$ cat config.mk
export PLATFORM = sky130hd
export DESIGN_NAME = pipeline_hazard_ctrl_flat
export DESIGN_NICKNAME = d
export VERILOG_FILES = /design/src/rtl/pipeline_hazard_ctrl_pkg.sv /design/src/rtl/pipeline_hazard_ctrl_if.sv /design/src/rtl/pipeline_hazard_ctrl_forward_unit.sv /design/src/rtl/pipeline_hazard_ctrl.sv /design/src/flat_wrapper.sv
export SDC_FILE = /design/constraint.sdc
export NUM_CORES = 1
export LEC_CHECK = 0
export ABC_AREA = 1
export BUFFER_PORTS_ARGS = -buffer_cell sky130_fd_sc_hd__buf_2
export CAP_MARGIN = 15
export CORE_ASPECT_RATIO = 2
export CORE_UTILIZATION = 35
export CTS_CLUSTER_DIAMETER = 150
export DETAILED_ROUTE_END_ITERATION = 8
export HOLD_SLACK_MARGIN = 0.05
export MAX_ROUTING_LAYER = met4
export PLACE_DENSITY = 0.65
export RECOVER_POWER = 100
export SLEW_MARGIN = 0
export SYNTH_ARGS = -nofsm -noshare
export SYNTH_HDL_FRONTEND = slang
export SYNTH_SLANG_ARGS = --single-unit
$ cat constraint.sdc
create_clock -name clk -period 1.9 [get_ports clk]
set_input_delay 0.38 -clock clk [delete_from_list [all_inputs] [get_ports clk]]
set_output_delay 0.38 -clock clk [all_outputs]
set_load 0.02 [all_outputs]
$ cat src/rtl/pipeline_hazard_ctrl_pkg.sv
// Shared types and constants for the 5-stage pipeline hazard controller.
package pipeline_pkg;

    typedef enum logic [0:0] {
        RUN      = 1'b0,
        MEM_WAIT = 1'b1
    } state_t;

    typedef logic [4:0] reg_addr_t;

    localparam logic [1:0] FWD_RF  = 2'b00;
    localparam logic [1:0] FWD_WB  = 2'b01;
    localparam logic [1:0] FWD_MEM = 2'b10;

    localparam reg_addr_t REG_ZERO = 5'd0;

endpackage

$ cat src/rtl/pipeline_hazard_ctrl_if.sv
// Pipeline-facing signal bundle: stage register fields in, enables/flushes/selects out.
interface pipeline_hazard_ctrl_if;
    logic [4:0] id_rs;
    logic [4:0] id_rt;
    logic       id_uses_rt;
    logic [4:0] ex_rs;
    logic [4:0] ex_rt;
    logic       ex_memread;
    logic [4:0] ex_write_reg;
    logic       mem_regwrite;
    logic       mem_memread;
    logic       mem_memwrite;
    logic       mem_branch;
    logic       mem_zero;
    logic [4:0] mem_write_reg;
    logic       wb_regwrite;
    logic [4:0] wb_write_reg;
    logic       dmem_ready;
    logic       dmem_req;
    logic       pc_write;
    logic       ifid_write;
    logic       idex_write;
    logic       exmem_write;
    logic       ifid_flush;
    logic       idex_flush;
    logic       exmem_flush;
    logic       memwb_flush;
    logic       pcsrc;
    logic [1:0] forward_a;
    logic [1:0] forward_b;

    // The controller is the master: it drives every enable, flush and select.
    modport master (
        input  id_rs, id_rt, id_uses_rt, ex_rs, ex_rt, ex_memread, ex_write_reg,
               mem_regwrite, mem_memread, mem_memwrite, mem_branch, mem_zero,
               mem_write_reg, wb_regwrite, wb_write_reg, dmem_ready,
        output dmem_req, pc_write, ifid_write, idex_write, exmem_write,
               ifid_flush, idex_flush, exmem_flush, memwb_flush, pcsrc,
               forward_a, forward_b
    );

    modport slave (
        output id_rs, id_rt, id_uses_rt, ex_rs, ex_rt, ex_memread, ex_write_reg,
               mem_regwrite, mem_memread, mem_memwrite, mem_branch, mem_zero,
               mem_write_reg, wb_regwrite, wb_write_reg, dmem_ready,
        input  dmem_req, pc_write, ifid_write, idex_write, exmem_write,
               ifid_flush, idex_flush, exmem_flush, memwb_flush, pcsrc,
               forward_a, forward_b
    );
endinterface

$ cat src/rtl/pipeline_hazard_ctrl_forward_unit.sv
// Forwarding select for one EX operand; the EX/MEM producer wins over MEM/WB.
module forward_unit
    import pipeline_pkg::*;
(
    input  reg_addr_t  src,
    input  logic       mem_regwrite,
    input  reg_addr_t  mem_write_reg,
    input  logic       wb_regwrite,
    input  reg_addr_t  wb_write_reg,
    output logic [1:0] sel
);

    always_comb begin
        sel = FWD_RF;
        if (mem_regwrite && (mem_write_reg != REG_ZERO) && (mem_write_reg == src)) begin
            sel = FWD_MEM;
        end else if (wb_regwrite && (wb_write_reg != REG_ZERO) && (wb_write_reg == src)) begin
            sel = FWD_WB;
        end
    end

endmodule

$ cat src/rtl/pipeline_hazard_ctrl.sv
// Hazard controller: forwarding, branch flush, load-use stall and data-memory freeze.
module pipeline_hazard_ctrl
    import pipeline_pkg::*;
#(
    parameter int WAIT_MAX = 64,
    parameter int CNT_W    = 16
) (
    input  logic                  clk,
    input  logic                  reset,
    pipeline_hazard_ctrl_if.master hz,
    output logic [CNT_W-1:0]      stall_cycles,
    output logic                  mem_timeout
);

    localparam int WCNT_W = $clog2(WAIT_MAX + 1);

    state_t            state_reg, state_next;
    logic [WCNT_W-1:0] wait_cnt_reg, wait_cnt_next;
    logic [CNT_W-1:0]  stall_cycles_reg;
    logic              mem_timeout_reg, mem_timeout_next;

    logic pc_write, ifid_write, idex_write, exmem_write;
    logic ifid_flush, idex_flush, exmem_flush, memwb_flush;
    logic pcsrc, dmem_req;
    logic mem_op, branch_taken, load_use;

    reg_addr_t  ex_src  [2];
    logic [1:0] fwd_sel [2];

    assign ex_src[0] = hz.ex_rs;
    assign ex_src[1] = hz.ex_rt;

    generate
        for (genvar gi = 0; gi < 2; gi++) begin : g_fwd
            forward_unit u_fwd (
                .src           (ex_src[gi]),
                .mem_regwrite  (hz.mem_regwrite),
                .mem_write_reg (hz.mem_write_reg),
                .wb_regwrite   (hz.wb_regwrite),
                .wb_write_reg  (hz.wb_write_reg),
                .sel           (fwd_sel[gi])
            );
        end
    endgenerate

    assign mem_op       = hz.mem_memread || hz.mem_memwrite;
    assign branch_taken = hz.mem_branch && hz.mem_zero;
    assign load_use     = hz.ex_memread && (hz.ex_write_reg != REG_ZERO) &&
                          ((hz.ex_write_reg == hz.id_rs) ||
                           (hz.id_uses_rt && (hz.ex_write_reg == hz.id_rt)));

    always_comb begin
        state_next       = state_reg;
        wait_cnt_next    = wait_cnt_reg;
        mem_timeout_next = mem_timeout_reg;
        pc_write         = 1'b1;
        ifid_write       = 1'b1;
        idex_write       = 1'b1;
        exmem_write      = 1'b1;
        ifid_flush       = 1'b0;
        idex_flush       = 1'b0;
        exmem_flush      = 1'b0;
        memwb_flush      = 1'b0;
        pcsrc            = 1'b0;
        dmem_req         = 1'b0;

        case (state_reg)
            RUN: begin
                dmem_req = mem_op;
                if (mem_op && !hz.dmem_ready) begin
                    pc_write      = 1'b0;
                    ifid_write    = 1'b0;
                    idex_write    = 1'b0;
                    exmem_write   = 1'b0;
                    memwb_flush   = 1'b1;
                    state_next    = MEM_WAIT;
                    wait_cnt_next = WCNT_W'(1);
                end else if (branch_taken) begin
                    pcsrc       = 1'b1;
                    ifid_flush  = 1'b1;
                    idex_flush  = 1'b1;
                    exmem_flush = 1'b1;
                end else if (load_use) begin
                    pc_write   = 1'b0;
                    ifid_write = 1'b0;
                    idex_flush = 1'b1;
                end
            end
            MEM_WAIT: begin
                dmem_req = 1'b1;
                if (hz.dmem_ready) begin
                    state_next    = RUN;
                    wait_cnt_next = '0;
                end else if (int'(wait_cnt_reg) + 1 >= WAIT_MAX) begin
                    // Give up: release the pipeline but drop the MEM/WB result.
                    memwb_flush      = 1'b1;
                    mem_timeout_next = 1'b1;
                    state_next       = RUN;
                    wait_cnt_next    = '0;
                end else begin
                    pc_write      = 1'b0;
                    ifid_write    = 1'b0;
                    idex_write    = 1'b0;
                    exmem_write   = 1'b0;
                    memwb_flush   = 1'b1;
                    wait_cnt_next = wait_cnt_reg + 1'b1;
                end
            end
            default: begin
                state_next    = RUN;
                wait_cnt_next = '0;
            end
        endcase

        // Reset overrides combinationally so the pipeline is held in bubbles immediately.
        if (!reset) begin
            pc_write    = 1'b0;
            ifid_write  = 1'b0;
            idex_write  = 1'b0;
            exmem_write = 1'b0;
            ifid_flush  = 1'b1;
            idex_flush  = 1'b1;
            exmem_flush = 1'b1;
            memwb_flush = 1'b1;
            pcsrc       = 1'b0;
            dmem_req    = 1'b0;
        end
    end

    always_ff @(posedge clk or negedge reset) begin
        if (!reset) begin
            state_reg        <= RUN;
            wait_cnt_reg     <= '0;
            stall_cycles_reg <= '0;
            mem_timeout_reg  <= 1'b0;
        end else begin
            state_reg       <= state_next;
            wait_cnt_reg    <= wait_cnt_next;
            mem_timeout_reg <= mem_timeout_next;
            if (!pc_write && (stall_cycles_reg != {CNT_W{1'b1}})) begin
                stall_cycles_reg <= stall_cycles_reg + 1'b1;
            end
        end
    end

    assign hz.dmem_req    = dmem_req;
    assign hz.pc_write    = pc_write;
    assign hz.ifid_write  = ifid_write;
    assign hz.idex_write  = idex_write;
    assign hz.exmem_write = exmem_write;
    assign hz.ifid_flush  = ifid_flush;
    assign hz.idex_flush  = idex_flush;
    assign hz.exmem_flush = exmem_flush;
    assign hz.memwb_flush = memwb_flush;
    assign hz.pcsrc       = pcsrc;
    assign hz.forward_a   = fwd_sel[0];
    assign hz.forward_b   = fwd_sel[1];
    assign stall_cycles   = stall_cycles_reg;
    assign mem_timeout    = mem_timeout_reg;

endmodule

$ cat src/flat_wrapper.sv
// flat-port wrapper written by rule: the top's interface ports become plain ports
module pipeline_hazard_ctrl_flat import pipeline_pkg::*;
#(
    parameter int WAIT_MAX = 64,
    parameter int CNT_W    = 16
)
  (clk, reset, stall_cycles, mem_timeout, hz_id_rs, hz_id_rt, hz_id_uses_rt, hz_ex_rs, hz_ex_rt, hz_ex_memread, hz_ex_write_reg, hz_mem_regwrite, hz_mem_memread, hz_mem_memwrite, hz_mem_branch, hz_mem_zero, hz_mem_write_reg, hz_wb_regwrite, hz_wb_write_reg, hz_dmem_ready, hz_dmem_req, hz_pc_write, hz_ifid_write, hz_idex_write, hz_exmem_write, hz_ifid_flush, hz_idex_flush, hz_exmem_flush, hz_memwb_flush, hz_pcsrc, hz_forward_a, hz_forward_b);
  pipeline_hazard_ctrl_if hz_i ();
  input  logic clk;
  input  logic reset;
  output logic [CNT_W-1:0] stall_cycles;
  output logic mem_timeout;
  input wire logic [$bits(hz_i.id_rs)-1:0] hz_id_rs;
  input wire logic [$bits(hz_i.id_rt)-1:0] hz_id_rt;
  input wire logic [$bits(hz_i.id_uses_rt)-1:0] hz_id_uses_rt;
  input wire logic [$bits(hz_i.ex_rs)-1:0] hz_ex_rs;
  input wire logic [$bits(hz_i.ex_rt)-1:0] hz_ex_rt;
  input wire logic [$bits(hz_i.ex_memread)-1:0] hz_ex_memread;
  input wire logic [$bits(hz_i.ex_write_reg)-1:0] hz_ex_write_reg;
  input wire logic [$bits(hz_i.mem_regwrite)-1:0] hz_mem_regwrite;
  input wire logic [$bits(hz_i.mem_memread)-1:0] hz_mem_memread;
  input wire logic [$bits(hz_i.mem_memwrite)-1:0] hz_mem_memwrite;
  input wire logic [$bits(hz_i.mem_branch)-1:0] hz_mem_branch;
  input wire logic [$bits(hz_i.mem_zero)-1:0] hz_mem_zero;
  input wire logic [$bits(hz_i.mem_write_reg)-1:0] hz_mem_write_reg;
  input wire logic [$bits(hz_i.wb_regwrite)-1:0] hz_wb_regwrite;
  input wire logic [$bits(hz_i.wb_write_reg)-1:0] hz_wb_write_reg;
  input wire logic [$bits(hz_i.dmem_ready)-1:0] hz_dmem_ready;
  output wire logic [$bits(hz_i.dmem_req)-1:0] hz_dmem_req;
  output wire logic [$bits(hz_i.pc_write)-1:0] hz_pc_write;
  output wire logic [$bits(hz_i.ifid_write)-1:0] hz_ifid_write;
  output wire logic [$bits(hz_i.idex_write)-1:0] hz_idex_write;
  output wire logic [$bits(hz_i.exmem_write)-1:0] hz_exmem_write;
  output wire logic [$bits(hz_i.ifid_flush)-1:0] hz_ifid_flush;
  output wire logic [$bits(hz_i.idex_flush)-1:0] hz_idex_flush;
  output wire logic [$bits(hz_i.exmem_flush)-1:0] hz_exmem_flush;
  output wire logic [$bits(hz_i.memwb_flush)-1:0] hz_memwb_flush;
  output wire logic [$bits(hz_i.pcsrc)-1:0] hz_pcsrc;
  output wire logic [$bits(hz_i.forward_a)-1:0] hz_forward_a;
  output wire logic [$bits(hz_i.forward_b)-1:0] hz_forward_b;
  assign hz_i.id_rs = hz_id_rs;
  assign hz_i.id_rt = hz_id_rt;
  assign hz_i.id_uses_rt = hz_id_uses_rt;
  assign hz_i.ex_rs = hz_ex_rs;
  assign hz_i.ex_rt = hz_ex_rt;
  assign hz_i.ex_memread = hz_ex_memread;
  assign hz_i.ex_write_reg = hz_ex_write_reg;
  assign hz_i.mem_regwrite = hz_mem_regwrite;
  assign hz_i.mem_memread = hz_mem_memread;
  assign hz_i.mem_memwrite = hz_mem_memwrite;
  assign hz_i.mem_branch = hz_mem_branch;
  assign hz_i.mem_zero = hz_mem_zero;
  assign hz_i.mem_write_reg = hz_mem_write_reg;
  assign hz_i.wb_regwrite = hz_wb_regwrite;
  assign hz_i.wb_write_reg = hz_wb_write_reg;
  assign hz_i.dmem_ready = hz_dmem_ready;
  assign hz_dmem_req = hz_i.dmem_req;
  assign hz_pc_write = hz_i.pc_write;
  assign hz_ifid_write = hz_i.ifid_write;
  assign hz_idex_write = hz_i.idex_write;
  assign hz_exmem_write = hz_i.exmem_write;
  assign hz_ifid_flush = hz_i.ifid_flush;
  assign hz_idex_flush = hz_i.idex_flush;
  assign hz_exmem_flush = hz_i.exmem_flush;
  assign hz_memwb_flush = hz_i.memwb_flush;
  assign hz_pcsrc = hz_i.pcsrc;
  assign hz_forward_a = hz_i.forward_a;
  assign hz_forward_b = hz_i.forward_b;
  pipeline_hazard_ctrl #(.WAIT_MAX(WAIT_MAX), .CNT_W(CNT_W)) u_core (.clk(clk), .reset(reset), .hz(hz_i), .stall_cycles(stall_cycles), .mem_timeout(mem_timeout));
endmodule
# Yosys cells after proc, flatten, opt, wreduce, memory -nomap -nowiden
# Index checks and enable logic that the tools add are counted.
[totals]
regBits = 25
input_bits = 46
wordCells = 75
[classes]
add_sub_neg = 3
order_cmp = 1
eq_ne = 8
n_mux = 37
n_bitwise = 2
reduce_logical = 20
[op_table]
columns = ["operator", "n"]
rows = [
  ["32-bit by 8-bit >= comparator with 1-bit output (second input constant)", 1],
  ["5-bit equality test", 6],
  ["1-bit 2-to-1 mux", 26],
  ["7-bit 2-to-1 mux", 3],
  ["16-bit by 1-bit adder with 16-bit output (second input constant)", 1],
  ["16-bit != test (second input constant)", 1],
  ["5-bit nonzero test", 3],
  ["7-bit one-hot mux with 2 select lines", 1],
  ["1-bit logical AND", 12],
  ["1-bit one-hot mux with 2 select lines", 5],
  ["7-bit by 1-bit adder with 8-bit output (second input constant)", 1],
  ["7-bit by 1-bit adder with 7-bit output (second input constant)", 1],
  ["2-bit 2-to-1 mux", 2],
  ["3-bit AND reduction", 1],
  ["1-bit zero test", 2],
  ["1-bit logical OR", 2],
  ["2-bit by 1-bit != test with 1-bit output (second input constant)", 1],
  ["1-bit NOT", 2],
]

# Depth between registers and ports, before layout
# Gate-level depths: netlist (run 1).
[depth]
word_depth = 11
ltp_mapped = 12
mapped_depth_nobuf = 11

# By module
# Synthesis (run 1) repeated with hierarchy kept, for this count alone.
[hier_totals]
hier_cells = 346
hier_area_um2 = 2212.1
[by_module_without_submodules]
columns = ["module", "n_inst", "cells_each", "area_per_inst_um2", "seq_area_each_um2"]
rows = [
  ["pipeline_hazard_ctrl", 1, 246, 1784.2, 625.6],
  ["forward_unit", 2, 50, 214.0, 0.0],
]

# Worst setup path before layout (run 1)
# OpenSTA, ideal clock, no wires.
[synth_timing]
path_kind = "register to output"
startpoint = "reg u_core.wait_cnt_reg[0]"
endpoint = "out hz_pc_write"
arrival_time_ns = 1.746
t_required_ns = 1.520
path_slack_ns = -0.226
stages_incl_launch_ff = 12
path_buffers = 2
path_cell_list = "dfrtp_1 > ha_1 > nand2_1 > nor2_1 > nand3_2 > nand4_4 > nand2_4 > nor2_4 > nand2_4 > buf_6 > inv_1 > buf_4"
[synth_between]
elab_chain_cells = 6
[synth_rtl]
columns = ["item", "line", "source"]
rows = [
  ["start, declared", "pipeline_hazard_ctrl.sv:18", "logic [WCNT_W-1:0] wait_cnt_reg, wait_cnt_next;"],
  ["start signal, assigned", "pipeline_hazard_ctrl.sv:138", "wait_cnt_reg <= wait_cnt_next;"],
  ["7-bit by 1-bit adder with 8-bit output", "pipeline_hazard_ctrl.sv:94", "end else if (int'(wait_cnt_reg) + 1 >= WAIT_MAX) begin"],
  ["32-bit by 8-bit >= comparator with 1-bit output", "pipeline_hazard_ctrl.sv:94", ""],
  ["1-bit 2-to-1 mux (2 in series)", "--", ""],
  ["1-bit one-hot mux with 2 select lines", "--", ""],
  ["1-bit 2-to-1 mux", "--", ""],
  ["end, declared", "flat_wrapper.sv:30", "output wire logic [$bits(hz_i.pc_write)-1:0] hz_pc_write;"],
]
# No other way between the ends.

# Worst setup path in the final report (run 1)
[layout_timing]
startpoint = "reg u_core.wait_cnt_reg[1]"
endpoint = "out hz_ifid_write"
[layout_between]
elab_chain_cells = 6
[layout_rtl]
columns = ["item", "line", "source"]
rows = [
  ["7-bit by 1-bit adder with 8-bit output", "pipeline_hazard_ctrl.sv:94", ""],
  ["32-bit by 8-bit >= comparator with 1-bit output", "pipeline_hazard_ctrl.sv:94", ""],
  ["1-bit 2-to-1 mux", "pipeline_hazard_ctrl.sv:94", ""],
  ["1-bit 2-to-1 mux", "pipeline_hazard_ctrl.sv:91", "if (hz.dmem_ready) begin"],
  ["1-bit one-hot mux with 2 select lines", "pipeline_hazard_ctrl.sv:67", "case (state_reg)"],
  ["1-bit 2-to-1 mux", "pipeline_hazard_ctrl.sv:116", "if (!reset) begin"],
  ["end, declared", "flat_wrapper.sv:31", "output wire logic [$bits(hz_i.ifid_write)-1:0] hz_ifid_write;"],
]
# No other way between the ends.

==> impl_results.md, run 1 <==
- Failing checks: design-rule violations, negative setup slack
- Slowest cell on the critical path: dfrtp_1
- Tightest Pin Transition: 0.371 ns
- Switching share of power: 0.357
- Slowest cell delay on critical path: 0.41 ns
- Worst rel slew slack: 0.752
- Crit Path Category: reg2out
- Final hold vios: 0
- Number of cells after detailed placement: 432
- Largest register FFs: 16
- Leakage: 0.00145 uW
- Post-Syn Area per Cell: 7.26 um^2
- Die height: 112 um
- Final wirelength: 5690 um
- EDFF count, synth: 0
- PortBufs: 76
- Horiz. Die Dim: 57.2 um
- Logic pwr share: 0.370
- Post-synthesis register bit count: 25
- Routed WL per cell: 12.9 um
- Synthesis-to-finish area growth: 31.5%
- Pin count of the biggest net entering global routing: 22
- Gr usage total: 0.176
- GRT overflow: 0
- CP required: 1.52 ns
- CP Cell Sequence: ha_4 > nand3_4 > o21ai_4 > nand4_4 > nand2_4 > nor2_4 > nand2_4 > clkinvlp_4 > buf_6
- Seq pwr share: 0.380
- YS warnings: 0
- DR vias: 2199
- Clock tree sinks: 25
- Synth Flop Type: dfrtp_1
- Crit. End Element: output pin
- Clock Latency Late Sink: 0.25 ns
- Die area: 6440 um^2
- Setup crit start kind: register
- Reg2Reg Setup Slack: 0.09 ns
- Pint: 1190 uW
- Root buffer cell: clkbuf_16
- Clock Pin Slew Worst Setup and Hold Paths: 0.06 ns
- Vias in the first global route: 2197
- CTS tree: built
- RSZ-0062 raised after global routing: true
- Cell area power density: 659 nW/um^2
- Most used cell, CP: nand2_4
- Final period utilization: 1.08
- Synth cell types: 32
- CTS Buffer Depth: 2
- Synth Cell Area: 2140 um^2
- Power share of the clock group: 0.250
- CTS HTree Levels: 1
- Sequential-to-total area share from yosys stat: 0.293
- Final Power: 1850 uW
- Synth Net Count: 342
- Most common cell after layout, fill and taps aside: buf_2
- Final non-filler cell total: 442
- DRT Pass-1 Iters: 6
- DR vias/cell: 4.98
- Global-route wire length before repair: 8910 um
- Final TNS setup: -0.465 ns
- Hpwl dp: 4500 um
- IO Count: 77
- MaxCap Viol Count: 0
- Commonest cells after routing, fill and taps aside: 74 x buf_2, 62 x nand2_1, 40 x inv_1
- Status: finished, violations left
- Fmax: 487 MHz
- Crit Path Max Fanout: 3
- CORE AREA: 5810 um^2
- Gpl congestion: 0.837
- Core Rows: 39
- Initial antenna violation count: 0
- Share of layout cells above drive strength 1: 0.365
- Psw: 662 uW
- Final Worst Setup Slack: -0.153 ns
- Cts bufs inserted: 3
- Clock Skew: 0.00265 ns
- Post-route DRC: 12
- Post-synth ARST share: 1.00
- # setup viols final: 4
- DP Worst Slack: 0.0137 ns
- Fin. max-slew vios: 0
- Hold Path Class: in2async
- R2R depth: 12
- R2r endpoint: u_core.stall_cycles[8]$_DFFE_PN0P_
- Final net count: 430
- Synthesized instance count: 294
- Antenna Violating Nets Remaining: 0
- Maximum VDD drop: 0.762 mV
- Starting density of the core: 0.368
- Worst hold slack: 0.0736 ns
- Fin crit period: 2.05 ns
- Number of diodes: 0
- Arrival time at the worst endpoint: 1.67 ns
- FF-to-FF Start: u_core.wait_cnt_reg[1]$_DFFE_PN0P_
- Initial DRC count: 101
-- through the flow --
| stage | utilization | instance area, um^2 |
|---|---|---|
| floorplan | - | 2150 |
| global placement | 0.448 | 2600 |
| detailed placement | 0.448 | 2600 |
| CTS | 0.471 | 2730 |
| global route | 0.484 | 2810 |
| finish | 0.484 | 2810 |
-- power groups by stage --
stage	Clock, uW	Combinational [uW]	Sequential [uW]
2_1_floorplan	0	375	755
3_3_place_gp	0	644	701
3_5_place_dp	0	656	703
4_1_cts	472	679	695
5_1_grt	493	747	716
6_report	463	684	703
-- cell families (layout without fill, tap and decap cells) --
logic type / Yosys count / in the layout / synth area share
compound gates: 15 / 15 / 0.0457
xor+xnor: 36 / 36 / 0.148
fa+ha+maj: 2 / 2 / 0.0117
buf+inv: 50 / 136 / 0.108
flops: 25 / 25 / 0.293
simple gates: 166 / 167 / 0.394
-- cell usage after synthesis, types with 3 or more instances --
| master | n | share of area |
|---|---|---|
| o21ai_0 | 6 | 0.014 |
| buf_4 | 3 | 0.011 |
| nand2_2 | 22 | 0.064 |
| dfrtp_1 | 25 | 0.29 |
| nand4_1 | 7 | 0.021 |
| nor3_1 | 7 | 0.016 |
| xnor2_1 | 17 | 0.070 |
| inv_1 | 41 | 0.072 |
| nand2_1 | 63 | 0.11 |
| nand2_4 | 3 | 0.016 |
| xor2_1 | 19 | 0.078 |
| nand3_1 | 31 | 0.073 |
| nor2_1 | 23 | 0.040 |
-- worst max-delay path: cells and delay by family, from the launching register on --
kind                       cells  cell delay [ns]
AOI/OAI and AO/OA              1             0.17
buffers and inverters          2             0.22
adders and majority gates      1             0.18
and+or+nand+nor                5             0.42
DFF                            1             0.41
-- worst max path at each step --
| stage | startpoint | to | slack (ns) | depth (start not counted) |
|---|---|---|---|---|
| finish | u_core.wait_cnt_reg[1]$_DFFE_PN0P_ | hz_ifid_write | -0.15 | 9 |
| floorplan | u_core.wait_cnt_reg[0]$_DFFE_PN0P_ | hz_pc_write | -0.15 | 11 |
| global route | u_core.wait_cnt_reg[1]$_DFFE_PN0P_ | hz_ifid_write | -0.24 | 9 |
| detailed placement | hz_mem_write_reg[1] | hz_forward_a[0] | 0.01 | 6 |
| global placement | hz_mem_write_reg[1] | hz_forward_b[0] | 0.05 | 6 |
| CTS | u_core.wait_cnt_reg[0]$_DFFE_PN0P_ | hz_pc_write | -0.23 | 9 |
-- cell type report --
class,instances,area [um^2]
fillers,597,3000
multi-input cells,220,1360
flip-flops and latches,25,628
repair buffers,89,502
inverters,43,165
clock buffers,4,78.8
well taps,61,76.3
-- timing repair --
item,CTS,global route
gates cloned,0,1
hold buffers,1,0
gates resized for setup,6,10
buffers inserted,2,2
endpoints found under the hold margin,1,0
pin swaps,6,3
setup endpoints to repair,4,22
-- per-layer routing --
layer	GRT usage	part of all wire
met5	-	0
met4	0.0325	0.012
met3	0.0150	0.044
met2	0.365	0.59
met1	0.168	0.36
Note: power is estimated with default switching activity, not from simulation.
==> run 2: changes to the inputs <==
--- a/config.mk
+++ b/config.mk
@@ -8,7 +8,7 @@
 export ABC_AREA = 1
 export BUFFER_PORTS_ARGS = -buffer_cell sky130_fd_sc_hd__buf_2
 export CAP_MARGIN = 15
-export CORE_ASPECT_RATIO = 2
+export CORE_ASPECT_RATIO = 0.6
 export CORE_UTILIZATION = 35
 export CTS_CLUSTER_DIAMETER = 150
 export DETAILED_ROUTE_END_ITERATION = 8
==> impl_results.md, run 2 (synthesis results as in run 1) <==
- Area of the multi-input gates: 1370 um^2 (+0.55%)
- Met3 WL post-DR: 299 um (+19%)
- Crit Path Category: reg2out
- Uppermost layer routed: met4
- Commonest cells after routing, fill and taps aside: 72 x buf_2, 62 x nand2_1, 40 x inv_1
- Final net count: 439 (+2.1%)
- Failing checks: negative setup slack
- Antenna Violating Nets Remaining: 0 (unchanged)
- Die height: 62.5 um (-44%)
- Final Power: 1760 uW (-5.1%)
- Clock Skew: 0.0110 ns (+0.00833 ns)
- Final hold vios: 0 (unchanged)
- Root buffer cell: clkbuf_8
- # setup viols final: 4 (unchanged)
- Worst rel slew slack: 0.0633 (-0.689)
- DR vias: 2175 (-1.1%)
- Pin count of the biggest net entering global routing: 26 (+18%)
- Final wirelength: 5550 um (-2.5%)
- Arrival time at the worst endpoint: 1.73 ns (+0.06 ns)
- MaxCap Viol Count: 0 (unchanged)
- DR vias/cell: 4.63 (-7.0%)
- Initial DRC count: 129 (+28%)
- Final TNS setup: -0.769 ns (-0.304 ns)
- Clock Latency Late Sink: 0.28 ns (+0.03 ns)
- Vias in the first global route: 2132 (-3.0%)
- Gr usage total: 0.186 (+0.00943)
- Fin. max-slew vios: 0 (unchanged)
- Hold Path Class: reg2reg
- Final period utilization: 1.11 (+0.0278)
- Crit Path Max Fanout: 5 (+2)
- Post-route DRC: 0 (-12)
- CTS HTree Levels: 1 (unchanged)
- CTS Buffer Depth: 2 (unchanged)
- Status: finished, violations left
- Horiz. Die Dim: 103 um (+80%)
- Hold Path Origin: u_core.mem_timeout$_DFFE_PN0P_
- Clock Pin Slew Worst Setup and Hold Paths: 0.10 ns (+0.04 ns)
- Maximum VDD drop: 0.374 mV (-51%)
- Die area: 6430 um^2 (-0.13%)
- Most common cell after layout, fill and taps aside: buf_2
- Global-route wire length before repair: 9340 um (+4.9%)
- Setup crit start kind: register
- Hpwl dp: 4310 um (-4.1%)
- PortBufs: 76 (unchanged)
- IO Count: 77 (unchanged)
- Metal2 WL: 2400 um (-28%)
- Share of layout cells above drive strength 1: 0.374 (+0.00953)
- Core Rows: 21 (-46%)
- Fin crit period: 2.11 ns (+0.0529 ns)
- Synthesis-to-finish area growth: 34.7%
- RSZ-0062 raised after global routing: true
- DRT Pass-1 Iters: 4 (-2)
- Clock tree sinks: 25 (unchanged)
- Cell area power density: 610 nW/um^2 (-7.4%)
- Met1 wire length: 2810 um (+39%)
- Largest register FFs: 16 (unchanged)
- Crit. End Element: output pin
- FF-to-FF Start: u_core.wait_cnt_reg[1]$_DFFE_PN0P_
- Initial antenna violation count: 0 (unchanged)
- CP required: 1.52 ns (about the same)
- Routed WL per cell: 11.8 um (-8.3%)
- Fmax: 475 MHz (-2.5%)
- Starting density of the core: 0.373 (+0.00506)
- CTS tree: built
- CORE AREA: 5730 um^2 (-1.4%)
- GRT overflow: 0 (unchanged)
- Final Worst Setup Slack: -0.206 ns (-0.0529 ns)
- Flip-flop and latch area: 626 um^2 (-0.40%)
- Number of diodes: 0 (unchanged)
- Cts bufs inserted: 3 (unchanged)
- Tightest Pin Transition: 1.41 ns (+1.03 ns)
- Fillcell total: 588 (-1.5%)
- Crit path from: u_core.wait_cnt_reg[1]$_DFFE_PN0P_
- Leakage: 0.00149 uW (+2.7%)
- Gpl congestion: 0.835 (-0.24%)
-- run 2: changes by cell type in the layout (fill, tap and decap cells not counted), moves of 2 or more --
cell | before | now
dfrtp_2 | 2 | 0
dfrtp_1 | 23 | 25
buf_4 | 10 | 19
clkbuf_8 | 0 | 3
clkbuf_16 | 3 | 0
buf_2 | 74 | 72
buf_6 | 2 | 4
-- run 2: timing repair --
action,in CTS,in global routing
cloned,0,1
setup buffers,4,6
endpoints found under the setup margin,6,22
resized for setup,12,6
hold buffers,0,0
pin swaps,6,4
-- run 2: worst paths after layout --
check,end,slack (ns),cells after the start
setup / recovery,hz_pc_write,-0.21,9
hold / removal,u_core.mem_timeout$_DFFE_PN0P_,0.49,1
setup reg to reg,u_core.stall_cycles[10]$_DFFE_PN0P_,0.10,12
hold reg to reg,u_core.mem_timeout$_DFFE_PN0P_,0.49,1
max in group asynchronous,u_core.stall_cycles[7]$_DFFE_PN0P_,0.50,2
min in group asynchronous,u_core.mem_timeout$_DFFE_PN0P_,0.56,2
-- run 2: per-layer routing --
metal,global-route usage,vias to the layer above
met5,-,-
met4,0.0246,0
met3,0.0336,6
met2,0.286,66
met1,0.260,985
li1,-,1118
-- run 2: worst max-delay path, cell delays in order (launching register included) --
cell and delay [ns]:
dfrtp_1 0.41, ha_4 0.18, nand3_4 0.09, o21ai_4 0.18, nand4_4 0.14, nand2_4 0.10, nor2_4 0.04, nand2_4 0.07
clkinvlp_4 0.10, buf_6 0.14
-- run 2: layout make-up --
type,instances,area share
Clock buffer,3,0.0143
Tap cell,80,0.0348
Sequential cell,25,0.217
Multi-Input combinational cell,220,0.474
Clock inverter,1,0.00174
Inverter,43,0.0574
Timing Repair Buffer,98,0.200
-- run 2: where the power goes --
part	internal (uW)	leakage [uW]	switching, uW
Combinational	328	0.00113	410
Sequential	600	0.000334	84.0
Clock	147	0.0000255	187
-- run 2: metrics by stage --
step | cell area [um^2] | setup slack (ns) | hold WS (ns) | utilization | instances
6_report | 2880 | -0.206 | 0.490 | 0.502 | 470
5_1_grt | 2880 | -0.308 | 0.508 | 0.502 | 470
4_1_cts | 2790 | -0.270 | 0.166 | 0.486 | 463
3_5_place_dp | 2660 | -0.0490 | 0.463 | 0.464 | 455
3_3_place_gp | 2660 | 0.0639 | 0.465 | 0.464 | 455
2_1_floorplan | 2150 | -0.153 | 0.0844 | - | 294
==> run 3: changes to the inputs <==
--- a/config.mk
+++ b/config.mk
@@ -14,8 +14,8 @@
 export DETAILED_ROUTE_END_ITERATION = 8
 export HOLD_SLACK_MARGIN = 0.05
 export MAX_ROUTING_LAYER = met4
-export PLACE_DENSITY = 0.65
 export RECOVER_POWER = 100
+export SETUP_SLACK_MARGIN = 0.3
 export SLEW_MARGIN = 0
 export SYNTH_ARGS = -nofsm -noshare
 export SYNTH_HDL_FRONTEND = slang
==> impl_results.md, run 3 (synthesis results as in run 1) <==
- Status: finished, violations left
- Failing checks: negative setup slack
- Crit Path Max Fanout: 3 (-2)
- Root buffer cell: clkbuf_8
- Horiz. Die Dim: 103 um (unchanged)
- Largest register FFs: 16 (unchanged)
- Initial antenna violation count: 0 (unchanged)
- CORE AREA: 5730 um^2 (unchanged)
- Starting density of the core: 0.373 (unchanged)
- Clock tree sinks: 25 (unchanged)
- DP Worst Slack: 0.0184 ns (+0.0674 ns)
- PortBufs: 76 (unchanged)
- Initial DRC count: 126 (-2.3%)
- IO Count: 77 (unchanged)
- Final hold vios: 0 (unchanged)
- Hold Path Class: in2async
- Fmax: 479 MHz (+0.90%)
- Clock Pin Slew Worst Setup and Hold Paths: 0.09 ns (about the same)
- Final TNS setup: -0.699 ns (+0.0703 ns)
- CP Cell Sequence: buf_4 > nand2_1 > nor2_4 > nand2_2 > nand4_4 > nand2_4 > nor2_4 > nand2_4 > clkinvlp_4 > buf_6
- Global-route wire length before repair: 10100 um (+8.0%)
- Fin. max-slew vios: 0 (unchanged)
- Tightest Pin Transition: 0.392 ns (-1.01 ns)
- DR vias/cell: 4.58 (-1.0%)
- Post-route DRC: 0 (unchanged)
- Post-route core utilization: 0.558 (+0.0559)
- Gpl congestion: 0.808 (-3.2%)
- Crit Path Category: reg2out
- Share of layout cells above drive strength 1: 0.443 (+0.0684)
- Synthesis-to-finish area growth: 49.7%
- Final wirelength: 5900 um (+6.3%)
- CTS tree: built
- CTS HTree Levels: 1 (unchanged)
- Leakage: 0.00162 uW (+8.7%)
- Clock Latency Late Sink: 0.27 ns (about the same)
- DRT Pass-1 Iters: 4 (unchanged)
- Die area: 6430 um^2 (unchanged)
- CP required: 1.52 ns (about the same)
- Hpwl dp: 4390 um (+1.8%)
- GRT overflow: 0 (unchanged)
- Antenna Violating Nets Remaining: 0 (unchanged)
- Final non-filler cell total: 482 (+2.6%)
- Crit. End Element: output pin
- Gr usage total: 0.204 (+0.0188)
- Post-DP Area: 2760 um^2 (+4.0%)
- Maximum VDD drop: 0.560 mV (+50%)
- Slowest cell on the critical path: dfrtp_1
- Number of diodes: 0 (unchanged)
- DR vias: 2208 (+1.5%)
- Slowest cell delay on critical path: 0.41 ns (about the same)
- CTS Buffer Depth: 2 (unchanged)
- RSZ-0062 raised after global routing: true
- Die height: 62.5 um (unchanged)
- Clock Skew: 0.00145 ns (-0.00953 ns)
- Design area: 3200 um^2 (+11%)
- Final period utilization: 1.10 (-0.00993)
- Final Worst Setup Slack: -0.187 ns (+0.0189 ns)
- Pin count of the biggest net entering global routing: 22 (-15%)
- Most common cell after layout, fill and taps aside: buf_2
- Cts bufs inserted: 3 (unchanged)
- MaxCap Viol Count: 0 (unchanged)
- Number of cells after detailed placement: 458 (+0.66%)
- Worst rel slew slack: 0.737 (+0.674)
- # setup viols final: 4 (unchanged)
- Fin crit period: 2.09 ns (-0.0189 ns)
- Vias in the first global route: 2176 (+2.1%)
- Setup crit start kind: register
- Commonest cells after routing, fill and taps aside: 61 x buf_2, 60 x nand2_1, 39 x inv_1
- Arrival time at the worst endpoint: 1.71 ns (-0.02 ns)
- Cell area power density: 594 nW/um^2 (-2.8%)
- Final net count: 451 (+2.7%)
- Core Rows: 21 (unchanged)
- Routed WL per cell: 12.2 um (+3.6%)
-- run 3: changes by cell type in the layout (fill, tap and decap cells not counted), moves of 3 or more --
| cell | before | now |
|---|---|---|
| buf_4 | 19 | 30 |
| nor2_4 | 2 | 6 |
| nor2_1 | 22 | 19 |
| nand3_1 | 30 | 22 |
| xnor2_1 | 17 | 14 |
| buf_2 | 72 | 61 |
| buf_6 | 4 | 15 |
| nand3_2 | 1 | 9 |
| xnor2_2 | 0 | 3 |
-- run 3: power breakdown --
part | switching, uW | internal (uW)
logic | 482 | 425
clock network | 170 | 150
registers | 70.9 | 601
-- run 3: layer usage --
layer	wire, um	global-route usage
met1	3010	0.297
met2	2550	0.297
met3	289	0.0324
met4	53	0.0458
met5	0	-
-- run 3: timing repair --
item | 4_1_cts | 5_1_grt
resized for setup | 46 | 12
endpoints found under the setup margin | 29 | 34
pin swaps | 16 | 14
buffers inserted | 11 | 7
endpoints found under the hold margin | 4 | 0
cloned | 1 | 0
hold buffers | 1 | 0
-- run 3: area by class of cell --
cell class                      count  area (um^2)
Multi-Input combinational cell    220         1500
Timing Repair Buffer              110          759
Fill cell                         558         2530
Sequential cell                    25          626
Clock buffer                        4         45.0
Tap cell                           80          100
Inverter                           43          165
-- run 3: worst max-delay path, delay by kind of cell, from the launching register on --
kind	cells	cell delay, ns
simple gates	7	0.68
flops	1	0.41
buf+inv	3	0.33
-- run 3: per-stage QoR --
stage / hold slack (ns) / total power (uW)
3_3_place_gp: 0.229 / 1430
6_report: 0.185 / 1900
4_1_cts: 0.173 / 1870
3_5_place_dp: 0.227 / 1440
5_1_grt: 0.223 / 2040
2_1_floorplan: 0.0844 / 1170
-- run 3: worst paths after layout --
check	startpoint	endpoint	slack (ns)	cells after the start
min in group clk	hz_dmem_ready	u_core.state_reg$_DFF_PN0_	0.48	4
hold / removal	reset	u_core.wait_cnt_reg[6]$_DFFE_PN0P_	0.19	2
max in group asynchronous	reset	u_core.wait_cnt_reg[1]$_DFFE_PN0P_	1.12	2
setup reg to reg	u_core.wait_cnt_reg[1]$_DFFE_PN0P_	u_core.stall_cycles[4]$_DFFE_PN0P_	0.03	13
hold reg to reg	u_core.stall_cycles[9]$_DFFE_PN0P_	u_core.stall_cycles[9]$_DFFE_PN0P_	0.50	2
setup / recovery	u_core.wait_cnt_reg[1]$_DFFE_PN0P_	hz_pc_write	-0.19	10
